===== src/rtl/digit_overlay_pipe_pkg.sv =====
// Shared constants and helpers for the digit overlay pipeline.
// Holds font geometry, character codes, colour codes and the BCD-to-ASCII mapping.
package overlay_pkg;

    localparam int FONT_W = 8;
    localparam int FONT_H = 16;

    localparam logic [6:0] CHAR_DIGIT_BASE = 7'h30;
    localparam logic [6:0] CHAR_INVALID    = 7'h3F;
    localparam logic [6:0] CHAR_COLON      = 7'h3A;

    localparam logic [3:0] COLOR_OFF      = 4'd0;
    localparam logic [3:0] COLOR_NORM_DEF = 4'd2;
    localparam logic [3:0] COLOR_EDIT_DEF = 4'd4;

    function automatic int fsel_width(input int n);
        return (n > 1) ? $clog2(n) : 1;
    endfunction

    // Nibbles above 9 are not BCD and render as '?'.
    function automatic logic [6:0] bcd_to_char(input logic [3:0] d);
        logic [6:0] c;
        if (d <= 4'd9) begin
            c = CHAR_DIGIT_BASE + {3'b000, d};
        end else begin
            c = CHAR_INVALID;
        end
        return c;
    endfunction

endpackage


===== src/rtl/digit_overlay_pipe_if.sv =====
// Pixel-in / font-and-colour-out bundle between the sync generator side and the overlay.
// master = pixel source / ROM consumer, slave = the overlay pipeline.
interface digit_overlay_pipe_if
    import overlay_pkg::*;
#(
    parameter int N_FIELDS = 3,
    parameter int FSEL_W   = fsel_width(N_FIELDS)
) ();

    logic [9:0]            pixelx;
    logic [9:0]            pixely;
    logic                  video_on;
    logic                  frame_tick;
    logic [8*N_FIELDS-1:0] digits;
    logic                  edit_en;
    logic [FSEL_W-1:0]     edit_sel;
    logic [10:0]           rom_addr;
    logic [2:0]            bit_col;
    logic [3:0]            color_addr;
    logic                  char_on;

    modport master (
        output pixelx, pixely, video_on, frame_tick, digits, edit_en, edit_sel,
        input  rom_addr, bit_col, color_addr, char_on
    );

    modport slave (
        input  pixelx, pixely, video_on, frame_tick, digits, edit_en, edit_sel,
        output rom_addr, bit_col, color_addr, char_on
    );

endinterface


===== src/rtl/digit_overlay_pipe_blink_timer.sv =====
// Frame-synchronous blink phase: toggles every BLINK_FRAMES frame_tick pulses.
module blink_timer #(
    parameter int BLINK_FRAMES = 30
) (
    input  logic clk,
    input  logic reset_n,
    input  logic frame_tick,
    output logic phase
);

    localparam int CNT_W = (BLINK_FRAMES > 1) ? $clog2(BLINK_FRAMES) : 1;
    localparam logic [CNT_W-1:0] TERM = CNT_W'(BLINK_FRAMES - 1);

    logic [CNT_W-1:0] r_cnt;
    logic             r_phase;

    // Frame counter and phase toggle on terminal count.
    always_ff @(posedge clk or negedge reset_n) begin
        if (!reset_n) begin
            r_cnt   <= '0;
            r_phase <= 1'b0;
        end else if (frame_tick) begin
            if (r_cnt == TERM) begin
                r_cnt   <= '0;
                r_phase <= ~r_phase;
            end else begin
                r_cnt   <= r_cnt + CNT_W'(1);
            end
        end else begin
            r_cnt   <= r_cnt;
            r_phase <= r_phase;
        end
    end

    assign phase = r_phase;

endmodule


===== src/rtl/digit_overlay_pipe.sv =====
// Two-stage text overlay: maps the pixel onto N two-digit BCD fields, emits the font ROM
// address at T+1 and the ROM-aligned column / char_on / colour at T+2.
module digit_overlay_pipe
    import overlay_pkg::*;
#(
    parameter int         N_FIELDS     = 3,
    parameter int         X0           = 100,
    parameter int         Y0           = 3,
    parameter int         FIELD_PITCH  = 100,
    parameter int         SCALE_LOG2   = 0,
    parameter int         SEP_EN       = 1,
    parameter int         BLINK_FRAMES = 30,
    parameter logic [3:0] COLOR_NORM   = COLOR_NORM_DEF,
    parameter logic [3:0] COLOR_EDIT   = COLOR_EDIT_DEF
) (
    input  logic                 clk,
    input  logic                 reset_n,
    digit_overlay_pipe_if.slave  bus
);

    localparam int FSEL_W = fsel_width(N_FIELDS);
    localparam int CELL_W = FONT_W << SCALE_LOG2;
    localparam int CELL_H = FONT_H << SCALE_LOG2;
    localparam logic [11:0] ROW_LO = 12'(Y0);
    localparam logic [11:0] ROW_HI = 12'(Y0 + CELL_H);

    logic [11:0]         w_px;
    logic [11:0]         w_py;
    logic [11:0]         w_dy;
    logic                w_row_hit;
    logic [3:0]          w_font_row;
    logic                w_phase;

    logic [N_FIELDS-1:0] w_fhit;
    logic [N_FIELDS-1:0] w_fcolon;
    logic [N_FIELDS-1:0] w_sel;
    logic [6:0]          w_fchar [N_FIELDS];
    logic [2:0]          w_fcol  [N_FIELDS];

    logic                w_hit;
    logic                w_is_colon;
    logic [FSEL_W-1:0]   w_field;
    logic [2:0]          w_col;
    logic [6:0]          w_char;
    logic                w_edit_match;
    logic                w_show;

    logic [10:0]         r_rom_addr;
    logic                r_s1_on;
    logic [2:0]          r_s1_col;
    logic [3:0]          r_s1_color;
    logic                r_char_on;
    logic [2:0]          r_bit_col;
    logic [3:0]          r_color;

    blink_timer #(
        .BLINK_FRAMES (BLINK_FRAMES)
    ) u_blink (
        .clk        (clk),
        .reset_n    (reset_n),
        .frame_tick (bus.frame_tick),
        .phase      (w_phase)
    );

    // Widened to 12 bits so offsets below an origin never alias into a cell.
    assign w_px       = {2'b00, bus.pixelx};
    assign w_py       = {2'b00, bus.pixely};
    assign w_dy       = w_py - ROW_LO;
    assign w_row_hit  = (w_py >= ROW_LO) && (w_py < ROW_HI);
    assign w_font_row = 4'(w_dy >> SCALE_LOG2);

    for (genvar g = 0; g < N_FIELDS; g++) begin : g_field
        localparam logic [11:0] XF = 12'(X0 + g * FIELD_PITCH);
        localparam bit HAS_COLON = (SEP_EN != 0) && (g < N_FIELDS - 1);

        logic [11:0] w_dx;
        logic [11:0] w_cell_dx;
        logic        w_in;
        logic        w_tens;
        logic        w_units;
        logic        w_colon;

        assign w_dx    = w_px - XF;
        assign w_in    = bus.video_on && w_row_hit && (w_px >= XF);
        assign w_tens  = w_in && (w_dx < 12'(CELL_W));
        assign w_units = w_in && (w_dx >= 12'(CELL_W)) && (w_dx < 12'(2 * CELL_W));
        assign w_colon = w_in && HAS_COLON && (w_dx >= 12'(2 * CELL_W)) && (w_dx < 12'(3 * CELL_W));

        assign w_cell_dx   = w_tens  ? w_dx :
                             w_units ? (w_dx - 12'(CELL_W)) : (w_dx - 12'(2 * CELL_W));
        assign w_fhit[g]   = w_tens | w_units | w_colon;
        assign w_fcolon[g] = ~w_tens & ~w_units;
        assign w_fcol[g]   = 3'(w_cell_dx >> SCALE_LOG2);
        assign w_fchar[g]  = w_tens  ? bcd_to_char(bus.digits[8*g+4 +: 4]) :
                             w_units ? bcd_to_char(bus.digits[8*g   +: 4]) : CHAR_COLON;
    end

    // Lowest set bit of the hit vector is the winning field.
    assign w_sel = w_fhit & (~w_fhit + N_FIELDS'(1));

    // One-hot select of the winning field's character, column and kind.
    always_comb begin
        w_hit      = |w_fhit;
        w_is_colon = 1'b0;
        w_field    = '0;
        w_col      = 3'd0;
        w_char     = 7'd0;
        for (int f = 0; f < N_FIELDS; f++) begin
            w_is_colon = w_is_colon | (w_sel[f] & w_fcolon[f]);
            w_field    = w_field | ({FSEL_W{w_sel[f]}} & FSEL_W'(f));
            w_col      = w_col   | ({3{w_sel[f]}} & w_fcol[f]);
            w_char     = w_char  | ({7{w_sel[f]}} & w_fchar[f]);
        end
    end

    assign w_edit_match = bus.edit_en && (w_field == bus.edit_sel);
    assign w_show       = w_hit && !(w_edit_match && w_phase && !w_is_colon);

    // Stage 1: ROM address plus the attributes that must wait for ROM data.
    always_ff @(posedge clk or negedge reset_n) begin
        if (!reset_n) begin
            r_rom_addr <= 11'd0;
            r_s1_on    <= 1'b0;
            r_s1_col   <= 3'd0;
            r_s1_color <= COLOR_OFF;
        end else begin
            r_rom_addr <= w_hit  ? {w_char, w_font_row} : 11'd0;
            r_s1_on    <= w_show;
            r_s1_col   <= w_hit  ? w_col : 3'd0;
            r_s1_color <= w_show ? (w_edit_match ? COLOR_EDIT : COLOR_NORM) : COLOR_OFF;
        end
    end

    // Stage 2: aligned with the font ROM's one-cycle read latency.
    always_ff @(posedge clk or negedge reset_n) begin
        if (!reset_n) begin
            r_char_on <= 1'b0;
            r_bit_col <= 3'd0;
            r_color   <= COLOR_OFF;
        end else begin
            r_char_on <= r_s1_on;
            r_bit_col <= r_s1_col;
            r_color   <= r_s1_color;
        end
    end

    assign bus.rom_addr   = r_rom_addr;
    assign bus.char_on    = r_char_on;
    assign bus.bit_col    = r_bit_col;
    assign bus.color_addr = r_color;

endmodule


===== src/flat_wrapper.sv =====
// flat-port wrapper written by rule: the top's interface ports become plain ports
module digit_overlay_pipe_flat import overlay_pkg::*;
#(
    parameter int         N_FIELDS     = 3,
    parameter int         X0           = 100,
    parameter int         Y0           = 3,
    parameter int         FIELD_PITCH  = 100,
    parameter int         SCALE_LOG2   = 0,
    parameter int         SEP_EN       = 1,
    parameter int         BLINK_FRAMES = 30,
    parameter logic [3:0] COLOR_NORM   = COLOR_NORM_DEF,
    parameter logic [3:0] COLOR_EDIT   = COLOR_EDIT_DEF
)
  (clk, reset_n, bus_pixelx, bus_pixely, bus_video_on, bus_frame_tick, bus_digits, bus_edit_en, bus_edit_sel, bus_rom_addr, bus_bit_col, bus_color_addr, bus_char_on);
  digit_overlay_pipe_if #(.N_FIELDS(N_FIELDS)) bus_i ();
  input  logic clk;
  input  logic reset_n;
  input wire logic [$bits(bus_i.pixelx)-1:0] bus_pixelx;
  input wire logic [$bits(bus_i.pixely)-1:0] bus_pixely;
  input wire logic [$bits(bus_i.video_on)-1:0] bus_video_on;
  input wire logic [$bits(bus_i.frame_tick)-1:0] bus_frame_tick;
  input wire logic [$bits(bus_i.digits)-1:0] bus_digits;
  input wire logic [$bits(bus_i.edit_en)-1:0] bus_edit_en;
  input wire logic [$bits(bus_i.edit_sel)-1:0] bus_edit_sel;
  output wire logic [$bits(bus_i.rom_addr)-1:0] bus_rom_addr;
  output wire logic [$bits(bus_i.bit_col)-1:0] bus_bit_col;
  output wire logic [$bits(bus_i.color_addr)-1:0] bus_color_addr;
  output wire logic [$bits(bus_i.char_on)-1:0] bus_char_on;
  assign bus_i.pixelx = bus_pixelx;
  assign bus_i.pixely = bus_pixely;
  assign bus_i.video_on = bus_video_on;
  assign bus_i.frame_tick = bus_frame_tick;
  assign bus_i.digits = bus_digits;
  assign bus_i.edit_en = bus_edit_en;
  assign bus_i.edit_sel = bus_edit_sel;
  assign bus_rom_addr = bus_i.rom_addr;
  assign bus_bit_col = bus_i.bit_col;
  assign bus_color_addr = bus_i.color_addr;
  assign bus_char_on = bus_i.char_on;
  digit_overlay_pipe #(.N_FIELDS(N_FIELDS), .X0(X0), .Y0(Y0), .FIELD_PITCH(FIELD_PITCH), .SCALE_LOG2(SCALE_LOG2), .SEP_EN(SEP_EN), .BLINK_FRAMES(BLINK_FRAMES), .COLOR_NORM(COLOR_NORM), .COLOR_EDIT(COLOR_EDIT)) u_core (.clk(clk), .reset_n(reset_n), .bus(bus_i));
endmodule

===== config.mk =====
export PLATFORM = sky130hd
export DESIGN_NAME = digit_overlay_pipe_flat
export DESIGN_NICKNAME = d
export VERILOG_FILES = /design/src/rtl/digit_overlay_pipe_pkg.sv /design/src/rtl/digit_overlay_pipe_if.sv /design/src/rtl/digit_overlay_pipe_blink_timer.sv /design/src/rtl/digit_overlay_pipe.sv /design/src/flat_wrapper.sv
export SDC_FILE = /design/constraint.sdc
export NUM_CORES = 1
export LEC_CHECK = 0
export BUFFER_PORTS_ARGS = -buffer_cell sky130_fd_sc_hd__buf_2
export CAP_MARGIN = 20
export CORE_MARGIN = 4
export CORE_UTILIZATION = 49
export DETAILED_ROUTE_END_ITERATION = 6
export PLACE_DENSITY = 0.8
export SETUP_SLACK_MARGIN = 0.5
export SLEW_MARGIN = 15
export SYNTH_ARGS = -nofsm -noshare
export SYNTH_HDL_FRONTEND = slang
export SYNTH_HIERARCHICAL = 1
export SYNTH_SLANG_ARGS = --single-unit
export TNS_END_PERCENT = 1

===== constraint.sdc =====
create_clock -name clk -period 1.3 [get_ports clk]
set_input_delay 0.065 -clock clk [delete_from_list [all_inputs] [get_ports clk]]
set_output_delay 0.065 -clock clk [all_outputs]
set_load 0.02 [all_outputs]

==> results of run 1 <==
==> metrics by stage <==
step	instance area, µm²	instances	TNS [ns]	setup WS, ns	total power, mW
5_1_grt	2760	348	-7.41	-0.538	2.34
4_1_cts	2710	348	-5.85	-0.422	2.14
2_1_floorplan	1910	201	-10.68	-0.772	1.37
6_report	2760	348	-6.24	-0.472	2.18
3_3_place_gp	2470	341	-11.71	-0.826	1.61
3_5_place_dp	2470	341	-12.56	-0.881	1.65
==> where the power goes <==
| group | internal [mW] | switching (mW) |
|---|---|---|
| Combinational | 0.356 | 0.353 |
| Clock | 0.214 | 0.233 |
| Sequential | 0.917 | 0.110 |
| Total | 1.49 | 0.696 |
==> cell usage in the layout (no fill, tap or decap), types with 3 or more instances in the layout <==
cell type,netlist,routed
buf_6,3,19
nand2_1,18,18
inv_1,7,4
ha_1,8,6
o21a_1,3,3
nand4_1,3,3
a211oi_1,4,4
o211ai_1,3,3
o21ai_0,11,11
and2_1,7,5
nand3_1,4,4
dfrtp_1,27,26
buf_2,1,47
a21oi_1,10,10
clkbuf_8,0,3
buf_4,4,37
mux2i_1,3,3
or3_1,4,4
conb_1,1,3
xor2_1,4,3
nand2b_1,8,8
nor2_1,9,9
==> sequential cells by signal, summed over array words and instances, names as in the netlist <==
register,flops
u_core/bus.char_on,1
u_core/u_blink/phase,1
u_core/u_blink/r_cnt,5
u_core/bus.rom_addr,9
u_core/r_s1_color,2
u_core/bus.bit_col,3
u_core/r_s1_col,3
u_core/r_s1_on,1
u_core/bus.color_addr,2
==> final cells by class <==
| class | instances | area (µm²) | share of cell area |
|---|---|---|---|
| Clock inverter | 1 | 5.00 | 0.00181 |
| Multi-Input combinational cell | 156 | 1180 | 0.428 |
| Inverter | 7 | 36.3 | 0.0131 |
| Tap cell | 48 | 60.1 | 0.0218 |
| Timing Repair Buffer | 106 | 759 | 0.275 |
| Sequential cell | 27 | 677 | 0.245 |
| Clock buffer | 3 | 41.3 | 0.0150 |
==> what timing repair did <==
action	4_1_cts	5_1_grt
resized for setup	50	11
hold buffers	1	0
buffers inserted	1	0
hold endpoints to repair	27	0
gates cloned	1	0
pin swaps	13	8
setup endpoints to repair	37	64
==> kinds of logic after synthesis <==
group / count (synthesis)
simple gates: 73
compound gates: 61
flops: 27
buf+inv: 19
fa+ha+maj: 8
xor+xnor: 7
mux: 3
other cells: 1
==> worst max-delay path by stage <==
stage,startpoint,to,slack [ns],cells after the start
2_1_floorplan,bus_pixelx[3],u_core/r_s1_col[2],-0.77,11
3_3_place_gp,bus_pixelx[3],u_core/bus.rom_addr[4],-0.83,8
3_5_place_dp,bus_pixelx[4],u_core/bus.rom_addr[6],-0.88,9
4_1_cts,bus_pixelx[3],u_core/bus.rom_addr[6],-0.42,10
5_1_grt,bus_pixelx[3],u_core/bus.rom_addr[6],-0.54,10
6_report,bus_pixelx[3],u_core/bus.rom_addr[6],-0.47,10
==> routing by layer <==
metal | vias to the layer above | routed length (µm) | part of all wire
li1 | 929 | - | -
met1 | 889 | 1960 | 0.39
met2 | 47 | 2820 | 0.56
met3 | 7 | 197 | 0.039
met4 | 0 | 52 | 0.010
met5 | - | 0 | 0
==> worst max-delay path: cells and delay by family <==
family          cells  cell delay, ns
buf+inv             3            0.32
fa+ha+maj           1            0.12
simple gates        3            0.92
compound gates      3            0.55
==> results.yml, run 1 <==
status:
  status: "finished with violations"
  violations: "setup timing"
global_route:
  grtUsageTotal: 0.208
  grt.busiest_layer: "met2"
  grt_util_met1: 0.244
  antenna_found_initial: 0
  grt_max_degree: 28
  grt_use_met3: 0.0275
  gr-total-overflow: 0
  grt_pass1_wl_mm: 8.34
  gr-usage-met2: 0.398
  grt_pass1_vias: 1871
critical_path:
  r2r_start: "u_core/u_blink/r_cnt[0]"
  required_ns: 1.50
  r2r_end: "u_core/u_blink/r_cnt[3]"
  reg2reg_slack_ns: 0.04
  end_kind: "flip-flop"
  start_kind: "input port"
  worst-setup-path-type: "input port to flip-flop"
  path_cells: "buf_8 -> inv_8 -> ha_4 -> or2b_1 -> a221oi_2 -> nor2_1 -> or4_4 -> buf_6 -> o32a_1 -> a21boi_2"
  r2r_cells: 4
  crit_path_max_incr_delay_ns: 0.60
  cp_data_arrival_time_ns: 1.97
  path_max_fanout: 5
  critPathSlowestCell: "or4_4"
synthesis:
  async_flop_share: 1.00
  synth_compound_area_frac: 0.242
  synth-edff-count: 0
  synth_fa_ha_area_frac: 0.0542
  yosys.area.top_type: "dfrtp_1"
  synth_common_cells: "dfrtp_1, nand2_1, o21ai_0"
  synth_warnings: 6
  yosysUniqueCellTypes: 60
  synth.ff_latch_count: 27
  yosysMostFrequentCell: "dfrtp_1"
  synthMuxAreaShare: 0.0163
  syn_inst: 199
  syn_area_um2: 1850
  yosysSeqAreaShare: 0.366
  synth_area_leaders: "dfrtp_1, ha_1, nand2_1, o21ai_0, a21oi_1"
  synthXorXnorAreaFrac: 0.0332
  yosys.area_share.simple: 0.226
  ys.flop_type: "dfrtp_1"
  synth_top_area_frac: 0.366
  synth_top_family_by_area: "compound AO/OA/AOI/OAI gates"
  synth_area_per_cell_um2: 9.27
drt:
  wl_mm: 5.03
  ant_nets: 0
  dr.pass1.iters: 4
  drcViolationCount: 0
  wl_per_cell_um: 14.5
  viasPerCell: 5.38
  dr_total_vias: 1872
  drt_iter0_drc: 75
timing:
  setup_viol_count_final: 15
  clock_skew_ns: 0.000749
  finalCritPeriodShare: 1.36
  max_freq_mhz: 564
  final.setup.worst_slack_ns: -0.472
  rsz0062_at_grt: "true"
  fin_crit_ns: 1.77
  slew_violations: 0
  holdWs_ns: 0.0177
  finalHoldViolations: 0
cts:
  cts_made_buffers: 3
  path_clk_slew_ns: 0.08
  clock-root-buffer: "clkbuf_8"
  clock_sinks: 27
  cts_tree: "done"
  worst_skew_pair.late_latency_ns: 0.26
  cts_buffer_depth: 2
  h-tree-depth: 1
power_and_ir_drop:
  ir_drop_v: 0.000397
  powerDensity_nw_per_um2: 791
  p_leak_nw: 1.33
floorplanning:
  placementRows: 22
  num_io_pins: 70
  die_h_um: 69.4
  die_w_um: 69.4
  dieArea_um2: 4810
  initial_utilization: 0.504
  core_area_um2: 3660
final_layout:
  n_antenna_cell: 0
  final_util: 0.754
  nets: 360
  drive_above_1_share: 0.453
  synthToLayoutAreaGrowth_pct: 49.6
  fillCellCount: 266
worst_hold_path:
  hold_path_depth: 2
  worstHoldEndpoint: "u_core/r_s1_col[0]"
  hp-class: "input port to flip-flop"
  hp-start: "bus_pixelx[0]"
flow_run:
  drv_cap: 0
placement:
  numPortBuffers: 66
  gp_congestion: 0.874
  dp.final_hpwl_mm: 3.80
No activity file was read; power rests on OpenSTA's default activity.
==> inputs of run 2 (changes only) <==
==> constraint.sdc (replaced) <==
create_clock -name clk -period 1.3 [get_ports clk]
set_input_delay 0.26 -clock clk [delete_from_list [all_inputs] [get_ports clk]]
set_output_delay 0.26 -clock clk [all_outputs]
set_load 0.02 [all_outputs]
==> run 2 against run 1 <==
Effect of this change: the run ends with hold timing, setup timing left; fmax shrank 12%; critical path type unchanged; via count fell by 0.53%; routed wire length fell by 2.8%; largest cell class unchanged.
==> results.yml, run 2 (synthesized netlist as in run 1, its figures left out) <==
critical_path:
  cp_data_arrival_time_ns: 2.21
  worst-setup-path-type: "input port to flip-flop"
  path_max_fanout: 5
  r2r_cells: 4
  path_cells: "buf_8 -> inv_8 -> ha_4 -> or2b_1 -> a221oi_2 -> nor2_1 -> or4_4 -> o221ai_2 -> and3b_1"
  end_kind: "flip-flop"
  crit_path_max_incr_delay_ns: 0.61
  required_ns: 1.50
  critPathSlowestCell: "or4_4"
  start_kind: "input port"
global_route:
  grt_pass1_wl_mm: 8.31
  grt_use_met3: 0.0348
  grtUsageTotal: 0.208
  gr-usage-met2: 0.382
  grt_max_degree: 28
  antenna_found_initial: 0
  grt_util_met1: 0.238
  grt_pass1_vias: 1890
  gr-total-overflow: 0
  grt.busiest_layer: "met2"
drt:
  drt_iter0_drc: 130
  wl_per_cell_um: 14.0
  viasPerCell: 5.34
  dr_total_vias: 1862
  dr.pass1.iters: 4
  wl_mm: 4.89
  drcViolationCount: 0
  ant_nets: 0
power_and_ir_drop:
  ir_drop_v: 0.000422
  p_leak_nw: 1.32
  pwr-share-clk: 0.206
  p_seq_frac: 0.469
  power.switching_mw: 0.706
  swShare: 0.322
  power.internal_mw: 1.49
  p_comb_frac: 0.325
  powerDensity_nw_per_um2: 800
timing:
  rsz0062_at_grt: "true"
  holdWs_ns: -0.0227
  slew_violations: 0
  clock_skew_ns: 0.00134
  finalCritPeriodShare: 1.54
  max_freq_mhz: 499
  setup_viol_count_final: 16
  final.setup.worst_slack_ns: -0.704
  fin_crit_ns: 2.00
  relSlewSlack: 0.625
  tightest_slew_ns: 0.563
  finalHoldViolations: 27
final_layout:
  largest_reg_flops: 9
  n_antenna_cell: 0
  fillCellCount: 277
  nets: 361
  final_cell_mix: "buf_2, buf_4, dfrtp_1"
  design_area_um2: 2740
  drive_above_1_share: 0.442
  stdcell_count: 349
  synthToLayoutAreaGrowth_pct: 48.6
  final_common_cell: "buf_2"
floorplanning:
  initial_utilization: 0.504
  dieArea_um2: 4810
  placementRows: 22
  core_area_um2: 3660
  die_w_um: 69.4
  num_io_pins: 70
  die_h_um: 69.4
cts:
  h-tree-depth: 1
  cts_tree: "done"
  worst_skew_pair.late_latency_ns: 0.26
  clock_sinks: 27
  cts_made_buffers: 3
  path_clk_slew_ns: 0.08
  cts_buffer_depth: 2
  clock-root-buffer: "clkbuf_8"
placement:
  dp.final_hpwl_mm: 3.70
  placed_area_um2: 2490
  numPortBuffers: 66
  gp_congestion: 0.865
  dp.cells: 343
flow_run:
  drv_cap: 0
status:
  violations: "hold timing, setup timing"
  status: "finished with violations"
worst_hold_path:
  hp-class: "input port to asynchronous set/reset pin"
-- run 2: area by class of cell --
class | count | area, µm² | share of cell area
inverter | 7 | 36.3 | 0.0132
timing repair buffer | 107 | 758 | 0.276
clock buffer | 4 | 45.0 | 0.0164
tap | 48 | 60.1 | 0.0219
multi-input combinational | 156 | 1170 | 0.425
sequential | 27 | 677 | 0.247
-- run 2: power by group through the flow --
stage                     sequential (mW)  combinational [mW]  clock (mW)
after floorplan                     0.992               0.377           0
after global placement               1.01               0.607           0
after detailed placement             1.02               0.636           0
after CTS                            1.02               0.693       0.467
after global routing                 1.04               0.792       0.507
final                                1.03               0.713       0.451
-- run 2: layer usage --
layer	up-vias	routed length [µm]
li1	937	-
met1	864	1890
met2	51	2710
met3	10	205
met4	0	85
met5	-	0
-- run 2: critical path, delay by kind of cell --
| family | cells | cell delay [ns] |
|---|---|---|
| compound gates | 2 | 0.54 |
| fa+ha+maj | 1 | 0.12 |
| simple gates | 4 | 1.13 |
| buf+inv | 2 | 0.16 |
-- run 2: worst paths after layout --
path,startpoint,endpoint,slack [ns]
hold / removal,reset_n,u_core/bus.color_addr[1],-0.02
hold reg to reg,u_core/r_s1_on,u_core/bus.char_on,0.36
setup reg to reg,u_core/u_blink/r_cnt[0],u_core/u_blink/r_cnt[3],-0.01
max in group asynchronous,reset_n,u_core/u_blink/r_cnt[2],0.92
setup / recovery,bus_pixelx[3],u_core/r_s1_color[2],-0.70
min in group clk,bus_pixelx[1],u_core/r_s1_col[1],0.21
-- run 2: repair_timing --
item	4_1_cts	5_1_grt
gates cloned	1	0
gates resized for setup	50	5
hold endpoints to repair	27	0
pin swaps	17	10
setup endpoints to repair	37	37
buffers inserted	1	0
-- run 2: per-stage QoR --
step                      setup slack (ns)  TNS [ns]   util  total power, mW
final                               -0.704     -9.20  0.749             2.19
after global routing                -0.800    -10.63  0.749             2.34
after CTS                           -0.643     -8.83  0.743             2.18
after detailed placement             -1.08    -15.56  0.679             1.66
after global placement               -1.02    -14.64  0.679             1.62
after floorplan                     -0.967    -13.60      -             1.37
